--- config.mk ---
export PLATFORM = sky130hd
export DESIGN_NAME = alu_operand_loader
export DESIGN_NICKNAME = d
export VERILOG_FILES = /design/src/rtl/alu_pkg.sv /design/src/rtl/btn_debounce.sv /design/src/rtl/alu_operand_loader.sv
export SDC_FILE = /design/constraint.sdc
export NUM_CORES = 1
export LEC_CHECK = 0
export ABC_AREA = 1
export BUFFER_PORTS_ARGS = -buffer_cell sky130_fd_sc_hd__buf_4
export CELL_PAD_IN_SITES_DETAIL_PLACEMENT = 1
export CELL_PAD_IN_SITES_GLOBAL_PLACEMENT = 1
export CORE_MARGIN = 8
export CORE_UTILIZATION = 37
export DETAILED_ROUTE_END_ITERATION = 10
export GPL_TIMING_DRIVEN = 0
export PLACE_DENSITY = 0.85
export SYNTH_ARGS = -nofsm -noshare
export SYNTH_HDL_FRONTEND = slang
export SYNTH_HIERARCHICAL = 1
export SYNTH_SLANG_ARGS = --single-unit
--- constraint.sdc ---
create_clock -name clk -period 1.45 [get_ports clk]
set_clock_uncertainty 0.15 [all_clocks]
set_input_delay 0.145 -clock clk [delete_from_list [all_inputs] [get_ports clk]]
set_output_delay 0.145 -clock clk [all_outputs]
set_load 0.005 [all_outputs]
--- src/rtl/alu_pkg.sv ---
// Shared constants and state encoding for the board ALU and its operand front end.
package alu_pkg;

    localparam int unsigned ALU_W = 4;
    localparam int unsigned OP_W  = 3;

    typedef enum logic [1:0] {
        ST_A   = 2'b00,
        ST_B   = 2'b01,
        ST_OP  = 2'b10,
        ST_RUN = 2'b11
    } stage_e;

endpackage

--- src/rtl/btn_debounce.sv ---
// Raw push-button conditioner: 2-flop synchronizer, stable-count debouncer and
// a one-cycle pulse on each debounced rising edge.
module btn_debounce #(
    parameter int unsigned DB_CYCLES = 1000000,
    parameter int unsigned DB_W      = 20
) (
    input  logic clk,
    input  logic rst,
    input  logic btn,
    output logic level,
    output logic press
);

    localparam logic [DB_W-1:0] CNT_MAX = DB_W'(DB_CYCLES - 1);

    logic            s1;
    logic            s2;
    logic            db;
    logic            db_q;
    logic [DB_W-1:0] cnt;

    always_ff @(posedge clk) begin
        if (rst) begin
            s1   <= 1'b0;
            s2   <= 1'b0;
            db   <= 1'b0;
            db_q <= 1'b0;
            cnt  <= '0;
        end else begin
            s1   <= btn;
            s2   <= s1;
            db_q <= db;
            // Any sample agreeing with the current level restarts the count.
            if (s2 != db) begin
                if (cnt == CNT_MAX) begin
                    db  <= s2;
                    cnt <= '0;
                end else begin
                    cnt <= cnt + DB_W'(1);
                end
            end else begin
                cnt <= '0;
            end
        end
    end

    assign level = db;
    assign press = db & ~db_q;

endmodule

--- src/rtl/alu_operand_loader.sv ---
// Operand sequencer for the board ALU: each debounced press captures A, then B,
// then the opcode (with a valid pulse), then a spare press returns to A.
module alu_operand_loader
    import alu_pkg::*;
#(
    parameter int unsigned DB_CYCLES = 1000000,
    parameter int unsigned DB_W      = 20
) (
    input  logic             clk,
    input  logic             rst,
    input  logic             btn,
    input  logic [ALU_W-1:0] sw,
    output logic [ALU_W-1:0] a,
    output logic [ALU_W-1:0] b,
    output logic [OP_W-1:0]  op,
    output logic             valid,
    output logic [1:0]       stage
);

    logic press;

    stage_e           state_q, state_d;
    logic [ALU_W-1:0] a_q, a_d;
    logic [ALU_W-1:0] b_q, b_d;
    logic [OP_W-1:0]  op_q, op_d;
    logic             valid_q, valid_d;

    btn_debounce #(
        .DB_CYCLES(DB_CYCLES),
        .DB_W     (DB_W)
    ) u_btn_debounce (
        .clk  (clk),
        .rst  (rst),
        .btn  (btn),
        .level(),
        .press(press)
    );

    always_comb begin
        state_d = state_q;
        a_d     = a_q;
        b_d     = b_q;
        op_d    = op_q;
        valid_d = 1'b0;
        if (press) begin
            unique case (state_q)
                ST_A: begin
                    a_d     = sw;
                    state_d = ST_B;
                end
                ST_B: begin
                    b_d     = sw;
                    state_d = ST_OP;
                end
                ST_OP: begin
                    op_d    = sw[OP_W-1:0];
                    valid_d = 1'b1;
                    state_d = ST_RUN;
                end
                ST_RUN: begin
                    state_d = ST_A;
                end
                default: state_d = ST_A;
            endcase
        end
    end

    always_ff @(posedge clk) begin
        if (rst) begin
            state_q <= ST_A;
            a_q     <= '0;
            b_q     <= '0;
            op_q    <= '0;
            valid_q <= 1'b0;
        end else begin
            state_q <= state_d;
            a_q     <= a_d;
            b_q     <= b_d;
            op_q    <= op_d;
            valid_q <= valid_d;
        end
    end

    assign a     = a_q;
    assign b     = b_q;
    assign op    = op_q;
    assign valid = valid_q;
    assign stage = state_q;

endmodule

==> impl_metrics.tcl, run 1 <==
set metrics [dict create \
    ys_types 27 \
    overflow 0 \
    grt_max_degree 13 \
    wl_um 5760 \
    yosysWarnings 6 \
    p_per_area_nw_per_um2 774 \
    critPathLaunchType "flip-flop" \
    synth_edf_count 0 \
    die_h_um 86.0 \
    grt_pass1_vias 1886 \
    p_leak_nw 0.973 \
    ioPinCount 21 \
    wire_per_inst_um 15.7 \
    gp_congestion 0.781 \
    final_cell_area_um2 2480 \
    path_max_fanout 6 \
    syn_inst 255 \
    slew_headroom 0.801 \
    grt_pass1_wl_um 8420 \
    drt_iter0_drc 58 \
    violations "negative setup slack" \
    setup-violations-final 18 \
    worstSetupPathType "reg -> reg" \
    period_needed_ps 1540 \
    async_reset_ff_frac 0 \
    dpl_worst_slack_ps -196 \
    fp-row-count 25 \
    hold_viol 0 \
    run_status "finished with violations" \
    timing.fmax_ghz 0.649 \
    cts.clk_slew.worst_paths_ps 80 \
    instances_no_fill 366 \
    firstDrtPassIters 4 \
    critPathCaptureType "flip-flop" \
    drive_gt1_frac 0.321 \
    finalCritPeriodShare 1.06 \
    drcViolationCount 0 \
    place_area_um2 2050 \
    finalMaxSlewViolations 0 \
    cts_max_level 2 \
    syn_to_final_growth_pct 36.7 \
    grt_antenna_before_repair 0 \
    r2r_setup_slack_ps -90 \
    synth_area_per_cell_um2 7.10 \
    clockBufferDepth 2 \
    final_nets 310 \
    synth.net_count 267 \
    antennaDiodeCount 0 \
    arrival_ps 1580 \
    yosysSeqAreaShare 0.420 \
    cts_buffers 5 \
    vias 1777 \
    cts_root_buf "clkbuf_8" \
    required_ps 1490 \
    io_buffers 20 \
    ys_ff_latch 38 \
    synthFlopType "dfxtp_1" \
    drv_cap 0 \
    core_area_um2 4720 \
    setup_slack_ps -89.9 \
    via_per_inst 4.86 \
    insertion_delay_ps 290 \
    rsz0062_at_grt "yes" \
    die-area_um2 7390 \
    cts_sinks 38 \
    die_w_um 86.0 \
    place_hpwl_um 3490 \
    track_usage 0.143 \
    tightest_slew_ps 299 \
    initial_core_util 0.384 \
    antenna_left 0 \
    placed_cells 342 \
    hold_path.class "in -> reg" \
    cts_tree "yes" \
    synth_area_um2 1810 \
    peakVddDrop_v 0.000564 \
]
through the flow:
stage	hold WS, ps	TNS [ps]	util	total power [W]
after floorplan	66.2	0	-	0.00109
after global placement	197	-1570	0.434	0.00111
after detailed placement	205	-2930	0.434	0.00111
after CTS	10.8	-270	0.489	0.00192
after global routing	73.9	-2120	0.524	0.00198
final	36.2	-970	0.524	0.00192
registers in the layout, summed over array words and instances (netlist names):
name / count
u_btn_debounce/level: 1
valid: 1
u_btn_debounce/s2: 1
stage: 2
u_btn_debounce/cnt: 20
a: 4
u_btn_debounce/s1: 1
u_btn_debounce/db_q: 1
op: 3
b: 4
routing by layer:
layer,up-vias,track usage,routed length [um]
li1,858,-,-
met1,863,0.155,2430
met2,38,0.264,2900
met3,18,0.0353,175
met4,0,0.0430,246
met5,-,0,0
worst paths after layout:
kind | start | end | cells after the start
worst max-delay path | u_btn_debounce/cnt[6] | u_btn_debounce/cnt[6] | 7
worst min-delay path | rst | stage[1] | 4
worst max register to register | u_btn_debounce/cnt[6] | u_btn_debounce/cnt[6] | 7
worst min register to register | u_btn_debounce/s1 | u_btn_debounce/s2 | 2
final cells by class:
type                            instances  area, um2
Clock inverter                          2       12.5
Inverter                               33        124
Tap cell                               67       83.8
Clock buffer                            6       82.6
Multi-Input combinational cell        182       1060
Fill cell                             599       2250
Buffer                                  2       20.0
Sequential cell                        38        777
Timing Repair Buffer                   36        313
logic make-up after synthesis:
family | after synthesis | synth area share
AO/OA/AOI/OAI | 14 | 0.0442
AND/OR/NAND/NOR | 155 | 0.385
buffers and inverters | 35 | 0.0773
adder cells (fa/ha/maj) | 5 | 0.0345
flip-flops | 38 | 0.420
XOR/XNOR | 8 | 0.0387
Yosys cell counts, types with 3 or more instances:
cell type,count,area share
or2_0,3,0.010
nand2_1,62,0.13
ha_1,5,0.035
dfxtp_1,38,0.42
nor2_2,4,0.014
xor2_1,5,0.024
inv_1,32,0.066
xnor2_1,3,0.015
nand3_1,11,0.030
o21ai_0,4,0.011
a21oi_1,7,0.019
nor2_1,61,0.13
nand4_1,3,0.010
power breakdown:
| group | leakage, nW | internal, W | total, W | switching, W |
|---|---|---|---|---|
| Clock | 0.0472 | 0.000383 | 0.000799 | 0.000416 |
| Sequential | 0.312 | 0.00104 | 0.00105 | 0.00000244 |
| Combinational | 0.613 | 0.0000378 | 0.0000718 | 0.0000341 |
| Total | 0.973 | 0.00146 | 0.00192 | 0.000453 |
critical path: stages, from the launching register on:
cell	delay (ps)
dfxtp_1	360
inv_1	110
nand2_1	100
nor3_4	250
nand3_4	140
nand2_8	110
buf_8	140
nor2_2	50
what timing repair did:
action / 4_1_cts / 5_1_grt
buffers inserted: 4 / 4
gates resized for setup: 18 / 38
setup endpoints to repair: 32 / 32
cloned: 0 / 1
pin swaps: 6 / 11
hold buffers: 7 / 1
hold endpoints to repair: 15 / 3
placed cells by master, fill, tap and decap left out, drive strengths merged:
master	n
o21bai	1
clkinvlp	1
nor2	67
and2	1
clkbuf	7
nand3b	1
nand3	14
ha	5
or2	4
nand2	64
o21ai	4
dlygate4sd3	7
dfxtp	38
clkinv	1
xnor2	3
xor2	5
nor3	1
a21oi	9
buf	30
nand4	3
inv	33
Power figures use the tool's default switching activity.
==> run 2: changes to the inputs <==
--- a/config.mk
+++ b/config.mk
@@ -14,6 +14,7 @@
 export DETAILED_ROUTE_END_ITERATION = 10
 export GPL_TIMING_DRIVEN = 0
 export PLACE_DENSITY = 0.85
+export SETUP_SLACK_MARGIN = 0.15
 export SYNTH_ARGS = -nofsm -noshare
 export SYNTH_HDL_FRONTEND = slang
 export SYNTH_HIERARCHICAL = 1
==> impl_metrics.tcl, run 2 (synthesized netlist as in run 1, its figures left out) <==
set metrics [dict create \
    drt_iter0_drc 117 \
    core_area_um2 4720 \
    dpl_worst_slack_ps -169 \
    wire_per_inst_um 16.8 \
    cts.clk_slew.worst_paths_ps 70 \
    gp_congestion 0.788 \
    tightest_slew_ps 273 \
    rsz0062_at_grt "yes" \
    final_common_cell "nand2_1" \
    final_cell_mix "nand2_1, nor2_1, buf_4, inv_1, dfxtp_1" \
    place_hpwl_um 3270 \
    firstDrtPassIters 4 \
    drv_cap 0 \
    peakVddDrop_v 0.000455 \
    die_w_um 86.0 \
    finalCritPeriodShare 1.08 \
    hold_path.class "in -> reg" \
    cts_buffers 5 \
    critPathCaptureType "flip-flop" \
    via_per_inst 4.88 \
    nFillCells 596 \
    setup_slack_ps -120 \
    vias 1821 \
    track_usage 0.150 \
    cts_sinks 38 \
    io_buffers 20 \
    drcViolationCount 0 \
    wl_um 6280 \
    clockBufferDepth 2 \
    worstSetupPathType "reg -> reg" \
    period_needed_ps 1570 \
    drive_gt1_frac 0.369 \
    top_register "u_btn_debounce/cnt" \
    overflow 0 \
    fp-row-count 25 \
    setup-violations-final 21 \
    initial_core_util 0.384 \
    arrival_ps 1580 \
    grt_pass1_vias 1896 \
    timing.fmax_ghz 0.637 \
    cts_tree "yes" \
    hold_viol 0 \
    slew_headroom 0.817 \
    critPathLaunchType "flip-flop" \
    syn_to_final_growth_pct 40.7 \
    largest_reg_flops 20 \
    antenna_left 0 \
    antennaDiodeCount 0 \
    register_area_um2 785 \
    finalMaxSlewViolations 0 \
    p_per_area_nw_per_um2 719 \
    p_leak_nw 1.03 \
    ioPinCount 21 \
    insertion_delay_ps 280 \
    grt_max_degree 11 \
    cts_max_level 2 \
    final_nets 319 \
    grt_pass1_wl_um 8930 \
    run_status "finished with violations" \
    die_h_um 86.0 \
    placed_cells 342 \
    violations "negative setup slack" \
    instances_no_fill 373 \
    die-area_um2 7390 \
    multi_input_area_um2 1080 \
    grt_antenna_before_repair 0 \
    path_max_fanout 10 \
    cts_root_buf "clkbuf_8" \
    required_ps 1460 \
]
-- run 2: metrics by stage --
step | total power (W) | instance area (um2) | hold slack, ps | util | setup TNS (ps)
5_1_grt | 0.00190 | 2550 | 114 | 0.540 | -2860
6_report | 0.00183 | 2550 | 92.9 | 0.540 | -1750
3_3_place_gp | 0.00111 | 2070 | 198 | 0.438 | -959
3_5_place_dp | 0.00111 | 2070 | 212 | 0.438 | -1780
2_1_floorplan | 0.00109 | 1840 | 66.2 | - | 0
4_1_cts | 0.00185 | 2370 | 53.1 | 0.502 | -4.35
-- run 2: layout make-up --
type                       count  area share
multi-input combinational    182       0.426
sequential                    38       0.308
timing repair buffer          45       0.144
inverter                      33      0.0496
tap                           67      0.0329
clock buffer                   6      0.0324
buffer                         2     0.00785
-- run 2: final timing paths --
kind / start / to / slack, ps / cells past startpoint
max: u_btn_debounce/cnt[14] / u_btn_debounce/cnt[5] / -120 / 6
max reg2reg: u_btn_debounce/cnt[14] / u_btn_debounce/cnt[5] / -120 / 6
min reg2reg: u_btn_debounce/s1 / u_btn_debounce/s2 / 280 / 2
min: rst / stage[1] / 90 / 4
-- run 2: critical path: stages (launching register included) --
cell and delay [ps]:
dfxtp_1 430, nand4_1 200, nor2_2 210, nand3_4 140, nand2_8 110, buf_8 130, nor2_1 60
-- run 2: timing repair --
| action | in CTS | in global routing |
|---|---|---|
| setup endpoints to repair | 34 | 32 |
| pin swaps | 6 | 11 |
| setup buffers | 8 | 10 |
| endpoints found under the hold margin | 15 | 0 |
| gates resized for setup | 26 | 39 |
| hold buffers | 7 | 0 |
| gates cloned | 0 | 0 |
-- run 2: where the power goes --
group / total (W) / internal, W / switching (W)
Clock: 0.000712 / 0.000367 / 0.000345
Sequential: 0.00105 / 0.00104 / 0.00000238
Combinational: 0.0000737 / 0.0000368 / 0.0000369
-- run 2: metal layers --
layer / vias up / share of wire / track usage
met5: - / 0 / 0
met4: 0 / 0.014 / 0.0510
met3: 10 / 0.028 / 0.0315
met2: 39 / 0.53 / 0.272
met1: 897 / 0.43 / 0.170
li1: 875 / - / -
==> run 3: changes to the inputs <==
--- a/config.mk
+++ b/config.mk
@@ -15,6 +15,7 @@
 export GPL_TIMING_DRIVEN = 0
 export PLACE_DENSITY = 0.85
 export SETUP_SLACK_MARGIN = 0.15
+export SKIP_LAST_GASP = 1
 export SYNTH_ARGS = -nofsm -noshare
 export SYNTH_HDL_FRONTEND = slang
 export SYNTH_HIERARCHICAL = 1
==> impl_metrics.tcl, run 3 (synthesized netlist as in run 1, its figures left out) <==
set metrics [dict create \
    grt_pass1_wl_um 9650 \
    ioPinCount 21 \
    instances_no_fill 374 \
    slew_headroom 0.838 \
    antenna_left 0 \
    cts_tree "yes" \
    nFillCells 594 \
    drcViolationCount 0 \
    cts.clk_slew.worst_paths_ps 80 \
    rsz0062_at_grt "yes" \
    firstDrtPassIters 4 \
    vias 1884 \
    p_leak_nw 1.05 \
    core_area_um2 4720 \
    largest_reg_flops 20 \
    path_max_fanout 5 \
    syn_to_final_growth_pct 43.5 \
    initial_core_util 0.384 \
    cts_root_buf "clkbuf_8" \
    gp_congestion 0.788 \
    cts_sinks 38 \
    dpl_worst_slack_ps -169 \
    grt_pass1_vias 1991 \
    period_needed_ps 1640 \
    final_cell_mix "nand2_1, nor2_1, buf_4, inv_1, dfxtp_1" \
    setup-violations-final 21 \
    tightest_slew_ps 242 \
    peakVddDrop_v 0.000658 \
    hold_path.class "in -> reg" \
    finalCritPeriodShare 1.13 \
    grt_max_degree 11 \
    post-route-util 0.550 \
    drive_gt1_frac 0.389 \
    design_power_total_w 0.00186 \
    drv_cap 0 \
    place_hpwl_um 3270 \
    insertion_delay_ps 290 \
    die_w_um 86.0 \
    final_common_cell "nand2_1" \
    overflow 0 \
    fp-row-count 25 \
    via_per_inst 5.04 \
    cts_buffers 5 \
    worstSetupPathType "reg -> reg" \
    critPathLaunchType "flip-flop" \
    top_register "u_btn_debounce/cnt" \
    required_ps 1480 \
    hold_viol 0 \
    wire_per_inst_um 18.5 \
    final_nets 319 \
    p_per_area_nw_per_um2 714 \
    placed_cells 342 \
    die-area_um2 7390 \
    clockBufferDepth 2 \
    finalMaxSlewViolations 0 \
    violations "negative setup slack" \
    io_buffers 20 \
    critPathCaptureType "flip-flop" \
    wl_um 6920 \
    die_h_um 86.0 \
    run_status "finished with violations" \
    setup_slack_ps -190 \
    timing.fmax_ghz 0.610 \
    register_area_um2 781 \
    cts_max_level 2 \
    drt_iter0_drc 90 \
    grt_antenna_before_repair 1 \
    multi_input_area_um2 1110 \
    track_usage 0.167 \
    arrival_ps 1670 \
]
run 3: cell types whose count changed in the layout (fill, tap and decap cells not counted), sizes merged:
cell and delta:
diode +1, clkbuf +1, buf -1
run 3: routing by layer:
| metal | up-vias | wire length, um | part of all wire | track usage |
|---|---|---|---|---|
| li1 | 878 | - | - | - |
| met1 | 924 | 2780 | 0.40 | 0.182 |
| met2 | 54 | 3520 | 0.51 | 0.288 |
| met3 | 28 | 297 | 0.043 | 0.0401 |
| met4 | 0 | 320 | 0.046 | 0.0924 |
| met5 | - | 0 | 0 | 0 |
run 3: worst paths after layout:
kind | start | to | slack (ps) | cells past startpoint
worst max-delay path | u_btn_debounce/cnt[14] | u_btn_debounce/cnt[0] | -190 | 6
worst min-delay path | rst | stage[1] | 80 | 4
worst min register to register | u_btn_debounce/s1 | u_btn_debounce/s2 | 300 | 2
worst max register to register | u_btn_debounce/cnt[14] | u_btn_debounce/cnt[0] | -190 | 6
run 3: worst max-delay path, cell delays in order (launching register included):
cell and delay (ps):
dfxtp_1 460, nand4_1 260, nor2_4 210, nand3_4 140
nand2_8 120, clkbuf_16 150, nor2_1 40
run 3: stage by stage:
| stage | TNS [ps] | hold WS (ps) | instance area (um2) |
|---|---|---|---|
| 6_report | -3350 | 76.4 | 2600 |
| 4_1_cts | -4.79 | 48.5 | 2360 |
| 3_5_place_dp | -1780 | 212 | 2070 |
| 2_1_floorplan | 0 | 66.2 | 1840 |
| 3_3_place_gp | -959 | 198 | 2070 |
| 5_1_grt | -3980 | 92.1 | 2600 |
run 3: layout make-up:
type	instances	share of cell area
diodes	1	0.000962
plain buffers	2	0.00770
clock buffers	6	0.0318
inverters	33	0.0486
multi-input cells	182	0.426
flip-flops and latches	38	0.300
well taps	67	0.0322
repair buffers	45	0.153
run 3: what timing repair did:
| item | in CTS | in global routing |
|---|---|---|
| pin swaps | 6 | 14 |
| hold buffers | 7 | 0 |
| gates resized for setup | 21 | 50 |
| setup endpoints to repair | 34 | 33 |
| hold endpoints to repair | 15 | 0 |
| cloned | 0 | 1 |
| setup buffers | 8 | 9 |
run 3: power breakdown:
group | switching (W) | internal [W] | total, W
combinational | 0.0000385 | 0.0000406 | 0.0000791
clock | 0.000361 | 0.000367 | 0.000728
sequential | 0.00000264 | 0.00105 | 0.00105
total | 0.000403 | 0.00145 | 0.00186
